===== src/rtl/fir_pkg.sv =====
// Shared widths, constants and helper functions for the FIR output summer.
package fir_pkg;

    localparam int DEF_IN_W  = 16;
    localparam int DEF_OUT_W = 16;

    // Smallest r with 2^r >= v.
    function automatic int clog2(input int v);
        int r;
        int p;
        r = 0;
        p = 1;
        while (p < v) begin
            p = p * 2;
            r = r + 1;
        end
        return r;
    endfunction

    // Number of operands entering tree level lvl when the tree starts with n.
    function automatic int levelCount(input int n, input int lvl);
        int c;
        c = n;
        for (int i = 0; i < lvl; i++) begin
            c = (c + 1) / 2;
        end
        return c;
    endfunction

    // Largest value representable in a signed word of w bits.
    function automatic logic signed [63:0] satMax(input int w);
        return (64'sd1 <<< (w - 1)) - 64'sd1;
    endfunction

    // Smallest value representable in a signed word of w bits.
    function automatic logic signed [63:0] satMin(input int w);
        return -(64'sd1 <<< (w - 1));
    endfunction

    // Clamp v into the signed range of a w-bit word.
    function automatic logic signed [63:0] saturate(input logic signed [63:0] v, input int w);
        if (v > satMax(w)) begin
            return satMax(w);
        end
        if (v < satMin(w)) begin
            return satMin(w);
        end
        return v;
    endfunction

    // Rounding bias added ahead of the arithmetic shift (round half up).
    function automatic logic signed [63:0] roundConst(input int shift, input int round);
        if (round != 0 && shift > 0) begin
            return 64'sd1 <<< (shift - 1);
        end
        return 64'sd0;
    endfunction

endpackage


===== src/rtl/fir_add_stage.sv =====
// One registered level of the summing tree: pairs of operands are added at
// one bit of growth; an unpaired last operand is sign-extended and registered.
module fir_add_stage #(
    parameter int N_OPS = 4,
    parameter int OP_W  = 16
) (
    input  logic                                    iClk_12M,
    input  logic                                    iRst,
    input  logic                                    opValid,
    input  logic [N_OPS*OP_W-1:0]                   opBus,
    output logic [((N_OPS+1)/2)*(OP_W+1)-1:0]       sumBus,
    output logic                                    sumValid
);

    localparam int N_OUT = (N_OPS + 1) / 2;

    logic [N_OUT*(OP_W+1)-1:0] sumsNext;

    for (genvar k = 0; k < N_OUT; k++) begin : gPair
        logic [OP_W-1:0] opA;
        assign opA = opBus[2*k*OP_W +: OP_W];
        if (2*k + 1 < N_OPS) begin : gAdd
            logic [OP_W-1:0] opB;
            assign opB = opBus[(2*k+1)*OP_W +: OP_W];
            assign sumsNext[k*(OP_W+1) +: OP_W+1] = {opA[OP_W-1], opA} + {opB[OP_W-1], opB};
        end else begin : gPass
            assign sumsNext[k*(OP_W+1) +: OP_W+1] = {opA[OP_W-1], opA};
        end
    end

    // Level register: data advances every cycle, valid travels alongside.
    always_ff @(posedge iClk_12M) begin
        if (iRst) begin
            sumBus   <= '0;
            sumValid <= 1'b0;
        end else begin
            sumBus   <= sumsNext;
            sumValid <= opValid;
        end
    end

endmodule


===== src/rtl/fir_sum_tree_sat.sv =====
// FIR output summer: registered adder tree over NUM_IN MAC partials, then a
// registered round/shift/saturate stage with clip status for the control block.
module fir_sum_tree_sat
    import fir_pkg::*;
#(
    parameter int NUM_IN = 4,
    parameter int IN_W   = DEF_IN_W,
    parameter int OUT_W  = DEF_OUT_W,
    parameter int SHIFT  = 0,
    parameter int ROUND  = 1,
    parameter int SAT_EN = 1,
    parameter int CNT_W  = 8
) (
    input  logic                     iClk_12M,
    input  logic                     iRst,
    input  logic                     iValid,
    input  logic [NUM_IN*IN_W-1:0]   iMacBus,
    input  logic                     iClrStat,
    output logic signed [OUT_W-1:0]  oFirOut,
    output logic                     oValid,
    output logic                     oSatPos,
    output logic                     oSatNeg,
    output logic                     oSatSticky,
    output logic [CNT_W-1:0]         oSatCnt
);

    localparam int LVL   = clog2(NUM_IN);
    localparam int SUM_W = IN_W + LVL;

    localparam logic signed [SUM_W:0] RND_ADD  = (SUM_W+1)'(roundConst(SHIFT, ROUND));
    localparam logic signed [63:0]    OUT_MAX  = satMax(OUT_W);
    localparam logic signed [63:0]    OUT_MIN  = satMin(OUT_W);
    localparam logic [CNT_W-1:0]      CNT_FULL = '1;

    for (genvar l = 0; l < LVL; l++) begin : gLvl
        localparam int N  = levelCount(NUM_IN, l);
        localparam int W  = IN_W + l;
        localparam int NO = (N + 1) / 2;

        logic [NO*(W+1)-1:0] sumBus;
        logic                vOut;

        if (l == 0) begin : gFirst
            fir_add_stage #(.N_OPS(N), .OP_W(W)) uStage (
                .iClk_12M (iClk_12M),
                .iRst     (iRst),
                .opValid  (iValid),
                .opBus    (iMacBus),
                .sumBus   (sumBus),
                .sumValid (vOut)
            );
        end else begin : gNext
            fir_add_stage #(.N_OPS(N), .OP_W(W)) uStage (
                .iClk_12M (iClk_12M),
                .iRst     (iRst),
                .opValid  (gLvl[l-1].vOut),
                .opBus    (gLvl[l-1].sumBus),
                .sumBus   (sumBus),
                .sumValid (vOut)
            );
        end
    end

    logic signed [SUM_W-1:0] sumFinal;
    logic                    vLast;
    logic signed [SUM_W:0]   sumExt;
    logic signed [SUM_W:0]   rShift;
    logic signed [63:0]      rWide;
    logic                    clipPos;
    logic                    clipNeg;
    logic                    clipEvt;
    logic [OUT_W-1:0]        outNext;

    assign sumFinal = gLvl[LVL-1].sumBus;
    assign vLast    = gLvl[LVL-1].vOut;

    // Round, shift and range-check the tree sum; the extra bit keeps the bias add exact.
    always_comb begin
        sumExt  = {sumFinal[SUM_W-1], sumFinal};
        rShift  = (sumExt + RND_ADD) >>> SHIFT;
        rWide   = {{(63-SUM_W){rShift[SUM_W]}}, rShift};
        clipPos = rWide > OUT_MAX;
        clipNeg = rWide < OUT_MIN;
        outNext = (SAT_EN != 0) ? OUT_W'(saturate(rWide, OUT_W)) : OUT_W'(rWide);
        clipEvt = vLast && (clipPos || clipNeg);
    end

    // Output register: data holds between valids, strobes and clip flags are one-cycle.
    always_ff @(posedge iClk_12M) begin
        if (iRst) begin
            oFirOut <= '0;
            oValid  <= 1'b0;
            oSatPos <= 1'b0;
            oSatNeg <= 1'b0;
        end else begin
            oValid  <= vLast;
            oSatPos <= vLast && clipPos;
            oSatNeg <= vLast && clipNeg;
            if (vLast) begin
                oFirOut <= outNext;
            end
        end
    end

    // Clip status: a clip coinciding with a clear survives as the first new event.
    always_ff @(posedge iClk_12M) begin
        if (iRst) begin
            oSatSticky <= 1'b0;
            oSatCnt    <= '0;
        end else if (clipEvt) begin
            oSatSticky <= 1'b1;
            if (iClrStat) begin
                oSatCnt <= CNT_W'(1);
            end else if (oSatCnt != CNT_FULL) begin
                oSatCnt <= oSatCnt + CNT_W'(1);
            end
        end else if (iClrStat) begin
            oSatSticky <= 1'b0;
            oSatCnt    <= '0;
        end
    end

endmodule

===== config.mk =====
export PLATFORM = sky130hd
export DESIGN_NAME = fir_sum_tree_sat
export DESIGN_NICKNAME = d
export VERILOG_FILES = /design/src/rtl/fir_pkg.sv /design/src/rtl/fir_add_stage.sv /design/src/rtl/fir_sum_tree_sat.sv
export SDC_FILE = /design/constraint.sdc
export NUM_CORES = 1
export LEC_CHECK = 0
export CAP_MARGIN = 20
export CORE_ASPECT_RATIO = 1.4
export CORE_MARGIN = 2
export CORE_UTILIZATION = 52
export CTS_BUF_LIST = sky130_fd_sc_hd__clkbuf_4 sky130_fd_sc_hd__clkbuf_8 sky130_fd_sc_hd__clkbuf_16
export DETAILED_ROUTE_END_ITERATION = 7
export DONT_BUFFER_PORTS = 1
export HOLD_SLACK_MARGIN = 0.06
export PLACE_DENSITY = 0.69
export SETUP_SLACK_MARGIN = 0.15
export SYNTH_ARGS = -nofsm -noshare
export SYNTH_HDL_FRONTEND = slang
export SYNTH_SLANG_ARGS = --single-unit

===== constraint.sdc =====
create_clock -name iClk_12M -period 2.6 [get_ports iClk_12M]
set_input_delay 0.26 -clock iClk_12M [delete_from_list [all_inputs] [get_ports iClk_12M]]
set_output_delay 0.26 -clock iClk_12M [all_outputs]
set_load 0.005 [all_outputs]

==> out/metrics.cfg <==
[status]
status=completed

[logic_synthesis]
ys_ff_latch=82
synth-edff-count=0
synthCells=526
async_flop_share=0
synth_warnings=0
syn-num-nets=647
ys.flop_type=dfxtp_1
netlist_area_um2=4696
ys_types=53
avgSynthCellArea_um2=8.927
yosysSeqAreaShare=0.3496

[drt]
first_iter_violations=93
via_count=3650
drc=0
via_per_inst=5.730
routed_wl_um=8929
dr.pass1.iters=4
final_antenna_net_count=0
wl_per_cell_um=14.02

[grt]
first_global_vias=3411
grt_max_degree=65
antenna_found_initial=0
grt.total_usage=0.1817
grt_pass1_wl_um=14550
overflow=0

[sta]
hold_viol_final=0
tightest_slew_ns=0.4761
finalWorstSetupSlack_ns=0.3962
fin_worst_skew_ns=0.006606
timing_max_transition_violations_final=0
rsz0062_at_grt=no
final-setup-viol-count=0
period_share=0.8476
setup_tns_ns=0
fmax_mhz=453.8
relSlewSlack=0.6784
period_minus_slack_ns=2.204

[floorplan]
die_y_um=116.4
die_area_um2=9818
rows=41
core_area_um2=8875
die_x_um=84.32
initial_utilization=0.5291
ios=96

[clock_tree]
root_buffer=clkbuf_16
numCtsBuffers=9
clk_path_buf_depth=2
cts_tree=done
cts_setup_buffers=0
cts.sinks=82
cts-htree-levels=3
cts.clk_slew.worst_paths_ns=0.06
clock_latency_ns=0.33

[placement]
preCtsSetupSlack_ns=0.1984
place.port_buffers=0
dpl.hpwl_um=6746
post-place-cells=620
place_congestion=0.8506

[worst_setup_path]
slowest_delay_ns=0.36
critPathKind=reg2reg
reg2reg_depth=7
cp-end-kind=flop
crit_end=gLvl[1].gNext.uStage.sumBus[15]
r2r-end=gLvl[1].gNext.uStage.sumBus[15]
cp_top_family=compound AO/OA/AOI/OAI gates
reg2reg_from=gLvl[0].gFirst.uStage.sumBus[3]
cp_cell_sequence=ha_1, a21o_1, a21oi_2, a21oi_1, a311o_1, o31a_1, mux2_4
worstPathRequired_ns=2.81
crit_fanout=5
critPathLaunchType=flop
rrSetupSlack_ns=0.40
critPathSlowestCell=a311o_1
cp.arrival_ns=2.42
cp.buffers_inverters=0
cp.depth=7
cp-startpoint=gLvl[0].gFirst.uStage.sumBus[3]

[power]
p_clk_frac=0.359
internal_power_w=0.002602
switchingPower_w=0.0009908
ir_worst_vdd_mv=0.5754
power.share.sequential=0.404
switching_share=0.2758
power_density_nw_per_um2=700.2
leakage_nw=2.097
p_comb_frac=0.236

[layout]
post_layout_nonfiller_instances=637
syn2layout_area_growth_pct=9.273
nets=646
drive_above_1_share=0.06038
layout_commonest_cell=dfxtp_1
diodes=0
mostFrequentLayoutCells=82 x dfxtp_1, 65 x nor2_1, 50 x ha_1

[job]
cap_violations=0

[min_path]
worst_hold_path_type=in2reg

flip-flops by register name, indices dropped and copies added, names as in the netlist:
register / flops
gLvl.gNext.uStage.sumBus: 18
gLvl.gNext.uStage.sumValid: 1
oSatCnt: 8
oSatSticky: 1
oValid: 1
oSatPos: 1
oSatNeg: 1
gLvl.gFirst.uStage.sumValid: 1
gLvl.gFirst.uStage.sumBus: 34
oFirOut: 16
how the worst min path moves through the flow:
stage	from	end	slack, ns	cells past startpoint
2_1_floorplan	iRst	oValid	0.35	1
3_3_place_gp	iRst	oSatCnt[0]	0.34	1
3_5_place_dp	iRst	oFirOut[14]	0.34	1
4_1_cts	iValid	gLvl[0].gFirst.uStage.sumValid	0.08	1
5_1_grt	iValid	gLvl[0].gFirst.uStage.sumValid	0.08	1
6_report	iValid	gLvl[0].gFirst.uStage.sumValid	0.09	1
what timing repair did:
item,in CTS,in global routing
setup endpoints to repair,0,1
hold endpoints to repair,64,0
hold buffers,1,0
gates resized for setup,0,1
Yosys cell counts (2+ instances only):
master,n,share of area
o21bai_1,5,0.0080
a21oi_1,41,0.044
nand2_1,19,0.015
o21ai_0,20,0.021
or2_2,3,0.0040
a311o_1,2,0.0043
nor3b_1,2,0.0032
inv_1,10,0.0080
and2_1,6,0.0080
nand2b_1,19,0.025
nand3_1,8,0.0085
o211ai_1,21,0.034
nor2_1,65,0.052
o21a_1,11,0.018
or3_1,3,0.0040
a211oi_2,2,0.0053
o2111ai_1,2,0.0037
nor3_1,12,0.013
ha_1,50,0.13
xnor2_1,17,0.032
buf_1,5,0.0040
mux2i_1,3,0.0064
fa_1,3,0.013
nand4_1,6,0.0080
clkbuf_1,10,0.0080
and3_1,7,0.0093
a31oi_1,4,0.0053
a41oi_1,2,0.0037
mux2_2,3,0.0072
dfxtp_1,82,0.35
xor2_1,15,0.028
a211oi_1,11,0.018
o31a_1,5,0.0093
nor2b_1,20,0.027
a221o_1,2,0.0043
a21o_1,13,0.021
per-stage QoR:
| stage | util | hold slack, ns | area (um2) | power (W) |
|---|---|---|---|---|
| after floorplan | - | 0.3466 | 4696 | 0.002163 |
| after global placement | 0.5395 | 0.3400 | 4788 | 0.002281 |
| after detailed placement | 0.5395 | 0.3434 | 4788 | 0.002304 |
| after CTS | 0.5782 | 0.08291 | 5131 | 0.003630 |
| after global routing | 0.5782 | 0.07966 | 5131 | 0.003804 |
| final | 0.5782 | 0.08522 | 5131 | 0.003593 |
final cells by class:
type | instances | area, um2
clock inverters | 4 | 48.80
inverters | 10 | 37.54
multi-input cells | 419 | 2960
repair buffers | 3 | 42.54
flip-flops and latches | 82 | 1642
clock buffers | 12 | 266.5
fillers | 808 | 3744
well taps | 107 | 133.9
metal layers:
layer | track usage | routed length, um | vias up | share of wire
met5 | 0 | 0 | - | 0
met4 | 0.08495 | 172 | 0 | 0.019
met3 | 0.03392 | 459 | 15 | 0.051
met2 | 0.3354 | 4409 | 99 | 0.49
met1 | 0.2014 | 3888 | 1624 | 0.44
li1 | - | - | 1912 | -
kinds of logic after synthesis:
group,Yosys count,synth area share
xor+xnor,32,0.05969
fa+ha+maj,53,0.1460
flops,82,0.3496
compound gates,156,0.2286
simple gates,170,0.1769
mux,8,0.01918
buf+inv,25,0.01999
power by group through the flow:
stage          combinational (W)  clock, W  sequential [W]
3_3_place_gp            0.000804         0         0.00148
2_1_floorplan           0.000698         0         0.00146
6_report                0.000850   0.00129         0.00145
3_5_place_dp            0.000823         0         0.00148
5_1_grt                 0.000957   0.00138         0.00147
4_1_cts                 0.000850   0.00133         0.00145
(Power assumes the default switching activity.)
